--- src/rtl/split_tile_dispatcher.sv ---
// Walks the splitter's tile table and dispatches each leaf tile to the systolic
// tile engine, waiting for completion before fetching the next entry.
module split_tile_dispatcher #(
    parameter int OUT_SIZE = 64,
    parameter int ENTRY_W  = 145
) (
    input  logic               clk,
    input  logic               reset,
    input  logic               start,
    input  logic [7:0]         last,
    output logic               rd_en,
    output logic [7:0]         rd_addr,
    input  logic [ENTRY_W-1:0] rd_data,
    output logic               tile_valid,
    input  logic               tile_ready,
    output logic [39:0]        tile_a,
    output logic [39:0]        tile_b,
    output logic [39:0]        tile_o,
    output logic               tile_acc,
    output logic [7:0]         tile_idx,
    input  logic               tile_done,
    output logic               busy,
    output logic               done,
    output logic               err,
    output logic [7:0]         n_tiles
);

    typedef enum logic [2:0] {
        S_IDLE,
        S_RD,
        S_EVAL,
        S_ISSUE,
        S_EXEC,
        S_DONE
    } state_t;

    typedef struct packed {
        logic [39:0]       a;
        logic [39:0]       b;
        logic [39:0]       o;
        logic [7:0]        to_n1;
        logic [7:0]        to_n2;
        logic signed [8:0] parent;
    } entry_t;

    localparam logic [8:0] OUT_SIZE_W = 9'(OUT_SIZE);

    state_t      state_q, state_d;
    logic [7:0]  idx_q;
    logic [7:0]  last_q;
    entry_t      ent;
    logic        is_leaf;
    logic        last_entry;
    logic        too_big;
    logic        unused_fields;

    assign ent        = rd_data[$bits(entry_t)-1:0];
    // Children always sit at index >= 1, so a zero child link marks a leaf.
    assign is_leaf    = (ent.to_n1 == 8'd0);
    // Widened to 9 bits so idx = 255 cannot wrap back onto a small last.
    assign last_entry = (({1'b0, idx_q} + 9'd1) == {1'b0, last_q});
    assign too_big    = ({1'b0, last} > OUT_SIZE_W);

    // Sibling link and parent pointer are only needed by the splitter itself.
    assign unused_fields = ^{ent.to_n2, ent.parent};

    assign rd_en      = (state_q == S_RD);
    assign rd_addr    = idx_q;
    assign tile_valid = (state_q == S_ISSUE);
    assign busy       = (state_q != S_IDLE);
    assign done       = (state_q == S_DONE);

    // NOTE: every variable driven here gets a default first so no path can
    // leave it unassigned and infer a latch.
    always_comb begin
        state_d = state_q;
        case (state_q)
            S_IDLE: begin
                if (start) begin
                    if (last == 8'd0 || too_big) state_d = S_DONE;
                    else                         state_d = S_RD;
                end
            end
            S_RD:   state_d = S_EVAL;
            S_EVAL: begin
                if (is_leaf)         state_d = S_ISSUE;
                else if (last_entry) state_d = S_DONE;
                else                 state_d = S_RD;
            end
            S_ISSUE: begin
                if (tile_ready) state_d = S_EXEC;
            end
            S_EXEC: begin
                if (tile_done) state_d = last_entry ? S_DONE : S_RD;
            end
            S_DONE:  state_d = S_IDLE;
            default: state_d = S_IDLE;
        endcase
    end

    // NOTE: sequential state is updated with non-blocking assignments so every
    // register samples the pre-edge values of the others.
    always_ff @(posedge clk) begin
        if (reset) begin
            state_q  <= S_IDLE;
            idx_q    <= '0;
            last_q   <= '0;
            n_tiles  <= '0;
            err      <= 1'b0;
            tile_a   <= '0;
            tile_b   <= '0;
            tile_o   <= '0;
            tile_acc <= 1'b0;
            tile_idx <= '0;
        end else begin
            state_q <= state_d;
            case (state_q)
                S_IDLE: begin
                    if (start) begin
                        idx_q   <= '0;
                        last_q  <= last;
                        n_tiles <= '0;
                        err     <= too_big;
                    end
                end
                S_EVAL: begin
                    if (is_leaf) begin
                        tile_a   <= ent.a;
                        tile_b   <= ent.b;
                        tile_o   <= ent.o;
                        tile_acc <= (ent.a[29:20] != 10'd0);
                        tile_idx <= idx_q;
                    end else if (!last_entry) begin
                        idx_q <= idx_q + 8'd1;
                    end
                end
                S_ISSUE: begin
                    if (tile_ready) n_tiles <= n_tiles + 8'd1;
                end
                S_EXEC: begin
                    if (tile_done && !last_entry) idx_q <= idx_q + 8'd1;
                end
                default: ;
            endcase
        end
    end

endmodule

--- config.mk ---
export PLATFORM = sky130hd
export DESIGN_NAME = split_tile_dispatcher
export DESIGN_NICKNAME = d
export VERILOG_FILES = /design/src/rtl/split_tile_dispatcher.sv
export SDC_FILE = /design/constraint.sdc
export NUM_CORES = 1
export LEC_CHECK = 0
export ABC_AREA = 1
export CAP_MARGIN = 20
export CORE_MARGIN = 2
export CORE_UTILIZATION = 40
export CTS_CLUSTER_DIAMETER = 150
export DETAILED_ROUTE_END_ITERATION = 12
export DONT_BUFFER_PORTS = 1
export MAX_ROUTING_LAYER = met4
export PLACE_DENSITY = 0.52
export SLEW_MARGIN = 20
export SYNTH_ARGS = -nofsm -noshare
export SYNTH_HDL_FRONTEND = slang
export SYNTH_SLANG_ARGS = --single-unit
--- constraint.sdc ---
create_clock -name clk -period 3.49 [get_ports clk]
set_input_delay 0.5235 -clock clk [delete_from_list [all_inputs] [get_ports clk]]
set_output_delay 0.5235 -clock clk [all_outputs]
set_load 0.005 [all_outputs]
# Yosys cells after proc, flatten, opt, wreduce, memory -nomap -nowiden
# Index checks and enable logic that the tools add are counted.
# Widths: inputs -> output; s select.
dict set report word_totals {
  reg_bits 157
  elab_cells 55
}
dict set report op_classes {
  n_reduce_logical 15
  muxes 14
  add_sub_neg 3
  n_eq_ne 12
  order_cmp 1
}
# operator count
set op_table {}
lappend op_table {{$mux 8} 5}
lappend op_table {{$pmux 8 s3} 1}
lappend op_table {{$mux 3} 6}
lappend op_table {{$add 8x1->8 const B} 2}
lappend op_table {{$logic_not 8->1} 2}
lappend op_table {{$pmux 8 s2} 1}
lappend op_table {{$pmux 3 s5} 1}
lappend op_table {{$ne 2x2->1 const B} 5}
lappend op_table {{$reduce_bool 10->1} 1}
lappend op_table {{$add 8x1->9 const B} 1}
lappend op_table {{$eq 9x8->1} 1}
lappend op_table {{$gt 8x7->1 const B} 1}
lappend op_table {{$eq 3x2->1 const B} 2}
lappend op_table {{$eq 3x3->1 const B} 2}
lappend op_table {{$reduce_and 3->1} 2}
lappend op_table {{$reduce_bool 3->1} 2}
lappend op_table {{$reduce_and 5->1} 1}
lappend op_table {{$reduce_and 2->1} 2}
lappend op_table {{$eq 3x1->1 const B} 1}
lappend op_table {{$logic_not 3->1} 1}
lappend op_table {{$ne 2x1->1 const B} 1}
lappend op_table {{$reduce_bool 2->1} 1}
lappend op_table {{$logic_and 1x1->1} 1}
lappend op_table {{$logic_not 1->1} 1}
lappend op_table {{$logic_or 1x1->1} 1}

# Logic depth before layout (Yosys ltp)
dict set report logic_depth {
  word_depth 6
  depth_mapped 14
}

# Worst setup path before layout
# OpenSTA, ideal clock, no wires.
dict set report synth_path {
  kind {flip-flop to flip-flop}
  from {reg idx_q[1] (netlist: rd_addr[1])}
  to {reg idx_q[3] (netlist: rd_addr[3])}
  stages_incl_launch_ff 12
  n_path_buf 0
  synth_period_minus_slack_ps 1732
  path_slack_ps 1758
  t_arrival_ps 1661
  t_required_ps 3420
  cell_sequence {dfxtp_1 > ha_1 > nand3_1 > o21ai_1 > nand2_2 > nand2_1 > nand2_1 > nor2_4 > nand3_4 > nand2_2 > nand2_1 > a21oi_1}
}
dict set report synth_between {
  elab_chain_len 6
  word_cells_on_any_way 12
}
# item line_no
set synth_rtl {}
lappend synth_rtl {{start: declaration} 49} ;# logic [7:0] idx_q;
lappend synth_rtl {{start signal: assignment} 134} ;# idx_q <= idx_q + 8'd1;
lappend synth_rtl {{start signal: assignment} 141} ;# if (tile_done && !last_entry) idx_q <= idx_q + 8'd1;
lappend synth_rtl {{$add 8x1->9} 61} ;# assign last_entry = (({1'b0, idx_q} + 9'd1) == {1'b0, last_q});
lappend synth_rtl {{$eq 9x8->1} 61}
lappend synth_rtl {{$logic_not 1->1} 141}
lappend synth_rtl {{$logic_and 1x1->1} 141}
lappend synth_rtl {{$ne 2x2->1 (no source line)} -}
lappend synth_rtl {{$reduce_and 5->1 (no source line)} -}
# Parallel ways exist; a longest one is shown, timed or not. The select of a mux whose other input is x is not followed.
# A chain may end at the register's enable or synchronous reset.

# Final worst setup path
dict set report layout_path {
  from {reg idx_q[0] (netlist: rd_addr[0])}
  to {reg idx_q[6] (netlist: rd_addr[6])}
}
# The elaborated chain is that of the path after synthesis.

==> results by stage <==
Route:
- After detailed routing, the average wire length per cell comes to 16.6 µm.
- Summed over all layers, the routed wires come to 16400 µm.
- The count of nets left with antenna violations once routing finished came out at 0.
- The number of vias in the routed layout is between 5000 and 6000.
- The first TritonRoute pass finished after 5 iterations.
- After the first detailed-routing iteration, the DRC count stood at between 300 and 400.
- Using the TritonRoute via totals, the vias-per-cell ratio works out to about 5.3.
- For this run, design rule violations remaining after detail routing come to 0.

STA:
- The slew of the pin with the lowest slew margin is roughly 1 ns.
- The number of max-slew violations in the final report is 0.
- Setup violations remaining at the end of the flow were counted as 0.
- The final hold slack is about 0.16 ns.
- The number of hold-slack violations in the final timing report came to 0.
- Setup repair after global routing left no endpoint under its margin.
- The clock skew is approximately 0.0057 ns.
- The fmax is about 440 MHz.
- The final clock period utilization by the worst path is between 60% and 70%.
- Summed over all failing endpoints, the final setup total negative slack is 0 ns.
- The worst slew slack as a fraction of its limit is roughly a third.
- The worst path needs approximately 2.3 ns of the cycle, external delays included.

Logic synthesis:
- In the synthesized netlist, the number of instances is 803.
- The number of synthesized register bits is 157.
- Summed over all instances, the cell type with the most area after synthesis is dfxtp_1.
- When the netlist entered floorplanning its net count stood at 963.
- The synthesized netlist occupies a cell area of between 0.006 and 0.007 mm².
- Counting distinct cell types in the post-synthesis netlist gives 34.
- Yosys attributes the largest share of cell area to dfxtp_1 (51%), nor2_1 (16%), o21ai_0 (10%).
- During synthesis, Yosys emitted a total of 0 warnings.
- The sequential fraction of the synthesis area is 51.3%.
- The average instance area after synthesis is approximately 7.6 µm².
- Summed over its instances, the top area cell type makes up about half of the synthesized netlist area.

Worst setup path:
- At the worst endpoint, the required time is about 3.8 ns.
- The arrival time at the worst endpoint is about 2.6 ns.
- Counting stages on the worst path, the most repeated cell is nand2_1.
- In this run the worst path has a maximum fanout of 10.
- The capture point of the worst reg-to-reg path is rd_addr[6].
- The critical path endpoint category is a register.
- In this run the critical register-to-register path is launched from rd_addr[0].
- The slack of the worst reg-to-reg path is around 1.2 ns.
- The critical path's slowest cell is dfxtp_1.
- The worst reg2reg path depth is 11.
- Traced cell by cell, the critical path runs through ha_1 -> nand3_1 -> o21ai_1 -> nand2_2 -> nand2_1 -> nand2_1 -> nor2_4 -> nand3_4 -> nand2_2 -> nand2_1 -> a21oi_1.
- The critical path in this run is classified as reg -> reg.
- The largest stage delay on the critical path is roughly 0.6 ns.
- STA classifies the critical path startpoint as a register.

Finish:
- From synthesis to final layout, the design area changed by 11.5%.
- The filler cells instantiated in the layout total 1526.
- The fraction of layout instances using a drive strength above 1 is around 9.8%.
- The net count of the finished layout is about 940.
- In the final layout, flip-flops and latches occupy 0.00314 mm².
- Summing all multi-input logic gate instances after layout gives ~0.0026 mm².

Floorplan:
- The initial standard-cell utilization of the core is between 40% and 50%.
- The die footprint is about 0.016 mm².
- The core region area is around 0.015 mm².
- The die width is between 100 and 150 µm.
- The count of boundary I/O pins is 308.
- From bottom edge to top edge, the die measures approximately 130 µm.
- In this run the core area contains 45 standard-cell rows.

Clock tree:
- The number of clock buffers added by TritonCTS is 17.
- The number of H-tree branching levels is 4.
- The cell at the root of the clock tree is clkbuf_16.
- Post-CTS repair changed the size of 0 cells.
- TritonCTS built the clock tree.
- For the worst-skew pair, the clock arrives at the later sink with an insertion delay of ~0.42 ns.
- The CTS sink count is 157.
- Buffers inserted to repair hold after CTS numbered 0.
- The clock passes through at most 2 buffers.
- The post-CTS setup-driven buffer insertion count is 0.
- Clock-pin slew was measured on the worst setup and hold paths at 0.06 ns.

Worst hold path:
- In this run the most critical hold path is launched from reset.
- Along the worst hold path, the cell count comes to 1.
- The path with the worst hold slack has its endpoint at rd_addr[2].
- The path class of the lowest-slack min-delay path is in -> reg.

Global route:
- Global routing finished with a remaining overflow of 0.
- The combined global-route utilization of all metal layers is between 10% and 20%.
- The first-pass GRT wire length is approximately 24000 µm.
- The maximum number of pins on one net before global-route repair is between 100 and 150.
- The via count of the first global-routing pass was around 4800.
- The initial antenna violation count was 1.

Power:
- The cell internal power dissipation is about 3.2 mW.
- In this run switching power makes up ~28% of total power.
- The part of the total power dissipated in sequential elements is between 40% and 50%.
- The maximum resistive drop on vdd is roughly 0.00031 V.
- The power per cell area is roughly 650 mW/mm².
- The fraction of power consumed by the clock network is approximately 44%.
- Per report_power, the combinational group accounts for 12.9% of the total.
- In this run the power spent charging and discharging nets is 1.23 mW.
- In this run the static leakage power is approximately 2.5 nW.

Status:
- The run finished with clean final reports.

Place:
- The count of input and output buffers is 0.
- The detailed placement HPWL is 11600 µm.
- The routability-driven placement congestion ratio is 0.879.

Run:
- The number of max-cap violations is 0.
layout make-up:
class / instances / area share, %
Sequential cell: 157 / 46.0
Multi-Input combinational cell: 559 / 38.1
Clock buffer: 18 / 6.43
Tap cell: 188 / 3.44
Clock inverter: 14 / 2.60
Inverter: 41 / 2.36
Timing Repair Buffer: 7 / 0.953
Antenna cell: 1 / 0.0366
state kept, by name (all words and copies together), names as in the netlist:
name	cells
tile_b	40
tile_a	40
err	1
rd_addr	8
state_q	3
tile_o	40
n_tiles	8
last_q	8
tile_idx	8
tile_acc	1
power by group through the flow:
stage               Clock, mW  Sequential, mW  Combinational [mW]
floorplan                   0            1.92               0.470
global placement            0            1.94               0.560
detailed placement          0            1.94               0.571
CTS                      1.99            1.90               0.575
global route             2.05            1.91               0.646
finish                   1.93            1.90               0.570
critical path: cells and delay by family, from the launching register on:
kind	cells	cell delay, ns
and+or+nand+nor	8	0.95
DFF	1	0.60
AOI/OAI and AO/OA	2	0.33
adders and majority gates	1	0.31
cell families after synthesis:
group / synth area share (%)
buffers and inverters: 6.25
DFF: 51.3
and+or+nand+nor: 27.1
xor gates and xnor gates: 0.143
adders and majority gates: 0.408
AOI/OAI and AO/OA: 14.8
stage by stage:
| stage | utilization [%] | setup slack, ns | total power, mW | instances | cell area, µm² |
|---|---|---|---|---|---|
| 2_1_floorplan | - | 1.76 | 2.39 | 803 | 6130 |
| 3_3_place_gp | 41.2 | 1.31 | 2.50 | 952 | 6210 |
| 3_5_place_dp | 41.2 | 1.23 | 2.51 | 952 | 6210 |
| 4_1_cts | 45.2 | 1.24 | 4.46 | 984 | 6830 |
| 5_1_grt | 45.3 | 0.997 | 4.61 | 985 | 6830 |
| 6_report | 45.3 | 1.23 | 4.41 | 985 | 6830 |
per-layer routing:
| layer | part of all wire (%) | GRT usage [%] | vias to the layer above |
|---|---|---|---|
| li1 | - | - | 2576 |
| met4 | 2.6 | 8.40 | 0 |
| met1 | 39 | 21.2 | 2398 |
| met2 | 48 | 31.9 | 257 |
| met5 | 0 | - | - |
| met3 | 11 | 7.93 | 36 |
how the worst max path moves through the flow:
stage          startpoint          to  slack [ns]  depth (start not counted)
2_1_floorplan  rd_addr[1]  rd_addr[3]        1.76                         11
3_3_place_gp   rd_addr[0]  rd_addr[0]        1.31                         13
3_5_place_dp   rd_addr[0]  rd_addr[6]        1.23                         11
4_1_cts        rd_addr[0]  rd_addr[6]        1.24                         11
5_1_grt        rd_addr[0]  rd_addr[0]         1.0                         11
6_report       rd_addr[0]  rd_addr[6]        1.23                         11
cell usage in the layout (no fill, tap or decap), drive strengths merged:
master,synthesis,final
and3,1,1
a21oi,30,30
nor4,2,2
xnor2,1,1
inv,40,47
o31ai,1,1
o21ai,136,136
buf,18,7
clkinv,1,5
bufinv,0,3
nor2,264,264
nand2,59,59
a31oi,2,2
or2,1,1
nand4,5,5
a211oi,1,1
ha,2,2
diode,0,1
clkbuf,28,18
dfxtp,157,157
nor3b,3,3
nor3,9,9
nand3,35,35
o22ai,7,7
cells in the mapped netlist:
master / n
nand3_4: 2
inv_1: 33
o21ai_2: 1
nor3_2: 4
or2_1: 1
nand3_1: 28
o21ai_0: 123
clkbuf_1: 28
nor2_2: 5
nand3_2: 5
a31oi_1: 2
nor2_1: 254
nand4_1: 5
ha_1: 2
nand2_2: 7
xnor2_1: 1
a211oi_1: 1
nor2_4: 5
and3_1: 1
buf_4: 9
nor3_1: 4
o21ai_1: 12
a21oi_1: 30
dfxtp_1: 157
o22ai_1: 7
buf_6: 1
nor4_1: 2
nor3_4: 1
inv_2: 7
buf_2: 8
nand2_1: 52
nor3b_1: 3
o31ai_1: 1
clkinv_4: 1
(Power assumes the default switching activity.)
